--- src/rtl/fp_edge_pkg.sv ---
// Shared definitions for the binary32 edge-operand stimulus driver: operand table,
// flag positions, rounding-mode encodings, FSM states and float classification helpers.
package fp_edge_pkg;

    localparam int FLAG_NV = 4;
    localparam int FLAG_DZ = 3;
    localparam int FLAG_OF = 2;
    localparam int FLAG_UF = 1;
    localparam int FLAG_NX = 0;

    localparam logic [4:0] RM_RNE = 5'b00001;
    localparam logic [4:0] RM_RNA = 5'b00010;
    localparam logic [4:0] RM_RTP = 5'b00100;
    localparam logic [4:0] RM_RTN = 5'b01000;
    localparam logic [4:0] RM_RTZ = 5'b10000;

    localparam logic [2:0] RM_IDX_LAST = 3'd4;

    typedef enum logic [2:0] {
        ST_IDLE,
        ST_ISSUE,
        ST_WAIT,
        ST_CHECK,
        ST_DONE
    } state_t;

    // rm_idx is the fastest-changing field; c_code is the most significant.
    typedef struct packed {
        logic [3:0] c_code;
        logic [3:0] a_code;
        logic [3:0] b_code;
        logic [2:0] rm_idx;
    } vec_idx_t;

    function automatic logic [31:0] mag_table(input logic [2:0] mag);
        case (mag)
            3'd0:    mag_table = 32'h0000_0000;
            3'd1:    mag_table = 32'h0000_0001;
            3'd2:    mag_table = 32'h007F_FFFF;
            3'd3:    mag_table = 32'h7FA0_0000;
            3'd4:    mag_table = 32'h3F80_0000;
            3'd5:    mag_table = 32'h7F7F_FFFF;
            3'd6:    mag_table = 32'h7F80_0000;
            default: mag_table = 32'h7FC0_0000;
        endcase
    endfunction

    function automatic logic [31:0] operand(input logic [3:0] code);
        operand = mag_table(code[2:0]) | {code[3], 31'd0};
    endfunction

    function automatic logic [4:0] rm_onehot(input logic [2:0] idx);
        case (idx)
            3'd0:    rm_onehot = RM_RNE;
            3'd1:    rm_onehot = RM_RNA;
            3'd2:    rm_onehot = RM_RTP;
            3'd3:    rm_onehot = RM_RTN;
            default: rm_onehot = RM_RTZ;
        endcase
    endfunction

    function automatic logic is_nan(input logic [31:0] x);
        is_nan = (x[30:23] == 8'hFF) && (x[22:0] != 23'd0);
    endfunction

    function automatic logic is_qnan(input logic [31:0] x);
        is_qnan = is_nan(x) && x[22];
    endfunction

    function automatic logic is_snan(input logic [31:0] x);
        is_snan = is_nan(x) && !x[22];
    endfunction

    function automatic logic is_inf(input logic [31:0] x);
        is_inf = (x[30:23] == 8'hFF) && (x[22:0] == 23'd0);
    endfunction

endpackage

--- src/rtl/fp_edge_check.sv ---
// Combinational flag/result consistency checker for one FPU response.
// Operand c joins the NaN-propagation rule only when FP_EDGE_MULADD_EN is defined.
module fp_edge_check
    import fp_edge_pkg::*;
(
    input  logic [31:0] a,
    input  logic [31:0] b,
    input  logic [31:0] c,
    input  logic [31:0] o,
    input  logic [4:0]  flags,
    output logic        fail,
    output logic [5:0]  rule_fail
);

    logic [31:0] opnd [3];
    logic [2:0]  opnd_nan;
    logic        any_nan;

    assign opnd[0] = a;
    assign opnd[1] = b;
    assign opnd[2] = c;

    for (genvar gi = 0; gi < 3; gi++) begin : g_nan
        assign opnd_nan[gi] = is_nan(opnd[gi]);
    end

`ifdef FP_EDGE_MULADD_EN
    assign any_nan = |opnd_nan;
`else
    logic c_nan_unused;
    assign any_nan      = |opnd_nan[1:0];
    assign c_nan_unused = opnd_nan[2];
`endif

    always_comb begin
        rule_fail    = '0;
        rule_fail[0] = any_nan && (!is_nan(o) || (flags[FLAG_DZ:FLAG_NX] != 4'd0));
        rule_fail[1] = flags[FLAG_NV] && !is_qnan(o);
        rule_fail[2] = flags[FLAG_OF] && !flags[FLAG_NX];
        rule_fail[3] = flags[FLAG_UF] && !flags[FLAG_NX];
        rule_fail[4] = flags[FLAG_DZ] && !is_inf(o);
        rule_fail[5] = is_snan(a) && !flags[FLAG_NV];
    end

    assign fail = |rule_fail;

endmodule

--- src/rtl/fp32_edge_stim.sv ---
// Walks the binary32 edge-operand table over all rounding modes, issues each vector to
// the FPU, and checks every response. FP_EDGE_MULADD_EN enables the c operand sweep.
module fp32_edge_stim
    import fp_edge_pkg::*;
#(
    parameter int CNT_W = 16
) (
    input  logic             clk,
    input  logic             rst,
    input  logic             start,
    output logic             busy,
    output logic             done,
    output logic             req_valid,
    input  logic             req_ready,
    output logic [31:0]      req_a,
    output logic [31:0]      req_b,
    output logic [31:0]      req_c,
    output logic [4:0]       req_rm,
    input  logic             rsp_valid,
    input  logic [31:0]      rsp_o,
    input  logic [4:0]       rsp_flags,
    output logic [CNT_W-1:0] err_count,
    output logic [CNT_W-1:0] err_first
);

    state_t           state_reg, state_next;
    vec_idx_t         idx_reg, idx_next;
    logic             idx_last;
    logic             carry_rm, carry_b, carry_a;
    logic [31:0]      req_a_reg, req_b_reg, req_c_reg;
    logic [4:0]       req_rm_reg;
    logic [31:0]      rsp_o_reg;
    logic [4:0]       rsp_flags_reg;
    logic [CNT_W-1:0] err_count_reg, err_first_reg;
    logic             chk_fail;
    logic [5:0]       rule_fail_unused;

    // Index successor; the carry out of the top active field marks the last vector.
    always_comb begin
        idx_next        = idx_reg;
        carry_rm        = (idx_reg.rm_idx == RM_IDX_LAST);
        idx_next.rm_idx = carry_rm ? 3'd0 : idx_reg.rm_idx + 3'd1;
        carry_b         = carry_rm && (idx_reg.b_code == 4'hF);
        if (carry_rm)
            idx_next.b_code = idx_reg.b_code + 4'd1;
        carry_a = carry_b && (idx_reg.a_code == 4'hF);
        if (carry_b)
            idx_next.a_code = idx_reg.a_code + 4'd1;
`ifdef FP_EDGE_MULADD_EN
        if (carry_a)
            idx_next.c_code = idx_reg.c_code + 4'd1;
        idx_last = carry_a && (idx_reg.c_code == 4'hF);
`else
        idx_last = carry_a;
`endif
    end

    always_comb begin
        state_next = state_reg;
        busy       = (state_reg != ST_IDLE);
        done       = (state_reg == ST_DONE);
        req_valid  = (state_reg == ST_ISSUE);
        case (state_reg)
            ST_IDLE:  if (start) state_next = ST_ISSUE;
            ST_ISSUE: if (req_ready) state_next = ST_WAIT;
            ST_WAIT:  if (rsp_valid) state_next = ST_CHECK;
            ST_CHECK: state_next = idx_last ? ST_DONE : ST_ISSUE;
            ST_DONE:  state_next = ST_IDLE;
            default:  state_next = ST_IDLE;
        endcase
    end

    always_ff @(posedge clk) begin
        if (rst) begin
            state_reg     <= ST_IDLE;
            idx_reg       <= '0;
            req_a_reg     <= '0;
            req_b_reg     <= '0;
            req_c_reg     <= '0;
            req_rm_reg    <= RM_RNE;
            rsp_o_reg     <= '0;
            rsp_flags_reg <= '0;
            err_count_reg <= '0;
            err_first_reg <= '1;
        end else begin
            state_reg <= state_next;
            case (state_reg)
                ST_IDLE: begin
                    if (start) begin
                        idx_reg       <= '0;
                        req_a_reg     <= operand(4'd0);
                        req_b_reg     <= operand(4'd0);
                        req_c_reg     <= operand(4'd0);
                        req_rm_reg    <= rm_onehot(3'd0);
                        err_count_reg <= '0;
                        err_first_reg <= '1;
                    end
                end
                ST_WAIT: begin
                    if (rsp_valid) begin
                        rsp_o_reg     <= rsp_o;
                        rsp_flags_reg <= rsp_flags;
                    end
                end
                ST_CHECK: begin
                    if (chk_fail) begin
                        if (err_count_reg != {CNT_W{1'b1}})
                            err_count_reg <= err_count_reg + CNT_W'(1);
                        if (err_first_reg == {CNT_W{1'b1}})
                            err_first_reg <= CNT_W'(idx_reg);
                    end
                    if (!idx_last) begin
                        idx_reg    <= idx_next;
                        req_a_reg  <= operand(idx_next.a_code);
                        req_b_reg  <= operand(idx_next.b_code);
                        req_c_reg  <= operand(idx_next.c_code);
                        req_rm_reg <= rm_onehot(idx_next.rm_idx);
                    end
                end
                default: ;
            endcase
        end
    end

    assign req_a  = req_a_reg;
    assign req_b  = req_b_reg;
    assign req_rm = req_rm_reg;
`ifdef FP_EDGE_MULADD_EN
    assign req_c  = req_c_reg;
`else
    logic [31:0] req_c_unused;
    assign req_c        = 32'h0000_0000;
    assign req_c_unused = req_c_reg;
`endif
    assign err_count = err_count_reg;
    assign err_first = err_first_reg;

    // Per-rule detail is left for waveform debug; only the summary bit is counted.
    fp_edge_check u_check (
        .a         (req_a),
        .b         (req_b),
        .c         (req_c),
        .o         (rsp_o_reg),
        .flags     (rsp_flags_reg),
        .fail      (chk_fail),
        .rule_fail (rule_fail_unused)
    );

endmodule
--- config.mk ---
export PLATFORM = sky130hd
export DESIGN_NAME = fp32_edge_stim
export DESIGN_NICKNAME = d
export VERILOG_FILES = /design/src/rtl/fp_edge_pkg.sv /design/src/rtl/fp_edge_check.sv /design/src/rtl/fp32_edge_stim.sv
export SDC_FILE = /design/constraint.sdc
export NUM_CORES = 1
export LEC_CHECK = 0
export ABC_AREA = 1
export BUFFER_PORTS_ARGS = -buffer_cell sky130_fd_sc_hd__buf_4
export CAP_MARGIN = 20
export CORE_UTILIZATION = 51
export CTS_CLUSTER_SIZE = 14
export DETAILED_ROUTE_END_ITERATION = 16
export GPL_TIMING_DRIVEN = 0
export MAX_ROUTING_LAYER = met4
export PLACE_DENSITY = 0.81
export SYNTH_ARGS = -nofsm -noshare
export SYNTH_HDL_FRONTEND = slang
export SYNTH_SLANG_ARGS = --single-unit
--- constraint.sdc ---
create_clock -name clk -period 2.7 [get_ports clk]
set_input_delay 0.54 -clock clk [delete_from_list [all_inputs] [get_ports clk]]
set_output_delay 0.54 -clock clk [all_outputs]
set_load 0.005 [all_outputs]
==> impl_metrics.prom <==
# TYPE chip_impl_metric gauge
chip_impl_info{name="outcome",value="finished, final reports clean"} 1
chip_impl_info{name="final_common_cell",value="sky130_fd_sc_hd__buf_4"} 1
chip_impl_metric{name="dp.final_hpwl",unit="um"} 9190
chip_impl_metric{name="num-fill-cells",unit=""} 894
chip_impl_metric{name="first_iter_violations",unit=""} 220
chip_impl_metric{name="ys_ff_latch",unit=""} 98
chip_impl_metric{name="multi_input_area",unit="um2"} 2350
chip_impl_metric{name="critical_path_arrival",unit="ps"} 2450
chip_impl_metric{name="cts_hold_buffers",unit=""} 0
chip_impl_metric{name="min_period_over_period",unit="%"} 82.3
chip_impl_metric{name="max-cap-violations",unit=""} 0
chip_impl_info{name="cp-end-kind",value="register"} 1
chip_impl_metric{name="portBuffers",unit=""} 143
chip_impl_metric{name="routedWlPerCell",unit="um"} 11.3
chip_impl_metric{name="routed_wl",unit="um"} 12100
chip_impl_metric{name="synth_sequential_area_ratio",unit="%"} 36.8
chip_impl_metric{name="timing.max_slew.rel_slack",unit="%"} 56.3
chip_impl_metric{name="antenna_found_initial",unit=""} 0
chip_impl_metric{name="ctsResizeCount",unit=""} 0
chip_impl_metric{name="antenna-diode-count",unit=""} 0
chip_impl_metric{name="grt-ovfl-total",unit=""} 0
chip_impl_info{name="clk_root_buffer_cell",value="sky130_fd_sc_hd__clkbuf_8"} 1
chip_impl_metric{name="synthesis.area",unit="um2"} 5330
chip_impl_metric{name="std_cell_rows",unit=""} 36
chip_impl_metric{name="place.gp.congestion",unit=""} 0.870
chip_impl_metric{name="detail-route-antenna-nets",unit=""} 0
chip_impl_metric{name="clockBufferDepth",unit=""} 2
chip_impl_info{name="critical_path.slowest_cell",value="sky130_fd_sc_hd__dfxtp_1"} 1
chip_impl_metric{name="critPathRequiredTime",unit="ps"} 2930
chip_impl_metric{name="nets",unit=""} 976
chip_impl_metric{name="cts_htree_levels",unit=""} 3
chip_impl_info{name="synth_top_flop_cell",value="sky130_fd_sc_hd__dfxtp_1"} 1
chip_impl_metric{name="detailed_route_vias_per_instance",unit=""} 4.70
chip_impl_metric{name="p_clk_share",unit="%"} 22.3
chip_impl_metric{name="gr-usage-all-layers",unit="%"} 23.4
chip_impl_metric{name="leakage",unit="uW"} 0.00335
chip_impl_metric{name="grt_start_max_net_pins",unit=""} 23
chip_impl_metric{name="power",unit="uW"} 4720
chip_impl_metric{name="cts-buffers-inserted",unit=""} 9
chip_impl_metric{name="die_height",unit="um"} 104
chip_impl_info{name="start_kind",value="register"} 1
chip_impl_metric{name="cts_setup_buffers",unit=""} 0
chip_impl_metric{name="clkSlewWorstSetupHoldPaths",unit="ps"} 100
chip_impl_metric{name="fin_skew",unit="ps"} 10.6
chip_impl_metric{name="final.setup.tns",unit="ps"} 0
chip_impl_metric{name="share_seq_of_total_power",unit="%"} 41.2
chip_impl_metric{name="placed_insts",unit=""} 1051
chip_impl_metric{name="wire_length_of_the_first_global_routing_pass",unit="um"} 20500
chip_impl_metric{name="fmax",unit="GHz"} 0.450
chip_impl_metric{name="floorplan.die_area",unit="um2"} 10900
chip_impl_metric{name="fraction_of_registers_with_async_set_or_reset_after_synthesis",unit="%"} 0
chip_impl_metric{name="timing_worst_slew_pin_value",unit="ps"} 654
chip_impl_metric{name="final_hold_violation_count",unit=""} 0
chip_impl_metric{name="synthToLayoutAreaGrowth",unit="%"} 29.7
chip_impl_metric{name="ff_latch_area",unit="um2"} 1960
chip_impl_metric{name="internal_power",unit="uW"} 3030
chip_impl_metric{name="fraction_of_power_spent_switching_nets",unit="%"} 35.9
chip_impl_metric{name="remaining_drc_errors",unit=""} 0
chip_impl_metric{name="postSynthAreaPerCell",unit="um2"} 7.16
chip_impl_metric{name="clock_insertion_delay_worst_skew",unit="ps"} 360
chip_impl_metric{name="timing_max_transition_violations_final",unit=""} 0
chip_impl_metric{name="worst_path_largest_cell_delay",unit="ps"} 470
chip_impl_metric{name="post_synth_num_cell_types",unit=""} 41
chip_impl_metric{name="final_layout_size_suffix_gt1_share",unit="%"} 32.3
chip_impl_metric{name="finalNonFillerCells",unit=""} 1067
chip_impl_info{name="cp_cell_sequence",value="inv_1 > ha_1 > nand2_2 > clkinv_2 > nand2_4 > nor2_8 > o21ai_0 > inv_1 > nand2_1 > nor3_1 > a21oi_1 > a21oi_1"} 1
chip_impl_metric{name="first_global_vias",unit=""} 4546
chip_impl_metric{name="switchingPower",unit="uW"} 1700
chip_impl_metric{name="initial_core_util",unit="%"} 53.5
chip_impl_metric{name="clock_sink_count",unit=""} 98
chip_impl_metric{name="p_per_area",unit="nW/um2"} 683
chip_impl_metric{name="die_w",unit="um"} 104
chip_impl_info{name="setup_repair_after_global_routing_missed_its_margin",value="false"} 1
chip_impl_info{name="path_class",value="register to register"} 1
chip_impl_metric{name="critical_path_peak_fanout",unit=""} 6
chip_impl_metric{name="largest_register_ffs",unit=""} 31
chip_impl_metric{name="synth_edf_count",unit=""} 0
chip_impl_metric{name="p_comb_share",unit="%"} 36.6
chip_impl_metric{name="synth.yosys.warnings",unit=""} 0
chip_impl_metric{name="dr.pass1.iters",unit=""} 4
chip_impl_info{name="hold_path.class",value="register to register"} 1
chip_impl_info{name="tritoncts",value="built"} 1
chip_impl_metric{name="setup_failing_eps_final",unit=""} 0
chip_impl_metric{name="finalWorstPathRequiredPeriod",unit="ps"} 2220
chip_impl_metric{name="synthesis.instances",unit=""} 744
chip_impl_info{name="most_used_cells_in_the_layout_excluding_fill_and_tap_cells",value="229 x sky130_fd_sc_hd__buf_4, 130 x sky130_fd_sc_hd__nand2_1, 98 x sky130_fd_sc_hd__dfxtp_1, 71 x sky130_fd_sc_hd__inv_1, 67 x sky130_fd_sc_hd__a21oi_1"} 1
chip_impl_metric{name="worst_ir_drop_vdd",unit="mV"} 0.449
chip_impl_metric{name="num_vias",unit=""} 5015
chip_impl_metric{name="design.portCount",unit=""} 178
chip_impl_metric{name="coreArea",unit="um2"} 9950
==> per-layer routing <==
| layer | GRT usage (%) | routed length, um | up-vias |
|---|---|---|---|
| met1 | 28.6 | 5450 | 2185 |
| met4 | 7.24 | 168 | 0 |
| li1 | - | - | 2644 |
| met3 | 4.51 | 828 | 15 |
| met2 | 39.0 | 5630 | 171 |
| met5 | - | 0 | - |
==> final cells by class <==
class	count	area share, %
Timing Repair Buffer	143	15.5
Clock inverter	5	1.23
Sequential cell	98	28.4
Inverter	83	4.67
Multi-Input combinational cell	480	34.0
Buffer	114	11.7
Clock buffer	11	2.05
Tap cell	133	2.41
==> synthesized netlist by cell type, types with 5 or more instances <==
| cell | count | area share, % |
|---|---|---|
| sky130_fd_sc_hd__ha_1 | 5 | 1.2 |
| sky130_fd_sc_hd__buf_6 | 5 | 1.1 |
| sky130_fd_sc_hd__nand4_1 | 9 | 1.1 |
| sky130_fd_sc_hd__nor2_1 | 66 | 4.7 |
| sky130_fd_sc_hd__nor2_2 | 10 | 1.2 |
| sky130_fd_sc_hd__nand3_2 | 6 | 1.1 |
| sky130_fd_sc_hd__buf_4 | 86 | 12 |
| sky130_fd_sc_hd__nor3_1 | 9 | 0.85 |
| sky130_fd_sc_hd__buf_2 | 5 | 0.47 |
| sky130_fd_sc_hd__inv_1 | 71 | 5.0 |
| sky130_fd_sc_hd__nand3_1 | 60 | 5.6 |
| sky130_fd_sc_hd__dfxtp_1 | 98 | 37 |
| sky130_fd_sc_hd__clkbuf_1 | 17 | 1.2 |
| sky130_fd_sc_hd__o21ai_0 | 49 | 4.6 |
| sky130_fd_sc_hd__o211ai_1 | 5 | 0.70 |
| sky130_fd_sc_hd__inv_2 | 8 | 0.56 |
| sky130_fd_sc_hd__nand2_1 | 130 | 9.2 |
| sky130_fd_sc_hd__a21oi_1 | 67 | 6.3 |
==> critical path: cells and delay by family, from the launching register on <==
kind / cells / cell delay [ps]
adders and majority gates: 1 / 240
buffers and inverters: 3 / 320
AOI/OAI and AO/OA: 3 / 630
and+or+nand+nor: 5 / 420
DFF: 1 / 470
==> through the flow <==
step           hold WS, ps  setup slack [ps]  instance area, um2  utilization (%)
4_1_cts                444               486                6910             69.4
3_3_place_gp           432               583                6680             67.1
3_5_place_dp           435               551                6680             67.1
6_report               449               479                6910             69.4
5_1_grt                456               274                6910             69.4
2_1_floorplan          423               860                5440                -
==> power groups by stage <==
| stage | logic [uW] | registers (uW) | clock network [uW] |
|---|---|---|---|
| 2_1_floorplan | 1150 | 1940 | 0 |
| 4_1_cts | 1740 | 1940 | 1070 |
| 3_3_place_gp | 1700 | 1970 | 0 |
| 6_report | 1730 | 1940 | 1050 |
| 3_5_place_dp | 1730 | 1970 | 0 |
| 5_1_grt | 1960 | 1980 | 1120 |
==> worst paths after layout <==
path | to | startpoint | slack, ps | cells past startpoint
worst min-delay path | rsp_o_reg[12] | rsp_o_reg[12] | 450 | 2
worst min register to register | rsp_o_reg[12] | rsp_o_reg[12] | 450 | 2
worst max-delay path | req_a[22] | idx_reg[0] | 480 | 12
worst max register to register | req_a[22] | idx_reg[0] | 480 | 12
==> cell families after synthesis <==
logic type,synth area share (%)
adder cells (fa/ha/maj),1.17
buffers and inverters,21.2
XOR/XNOR,1.13
other,0.0704
AO/OA/AOI/OAI,12.9
flip-flops,36.8
AND/OR/NAND/NOR,26.6
No activity file was read; power rests on OpenSTA's default activity.
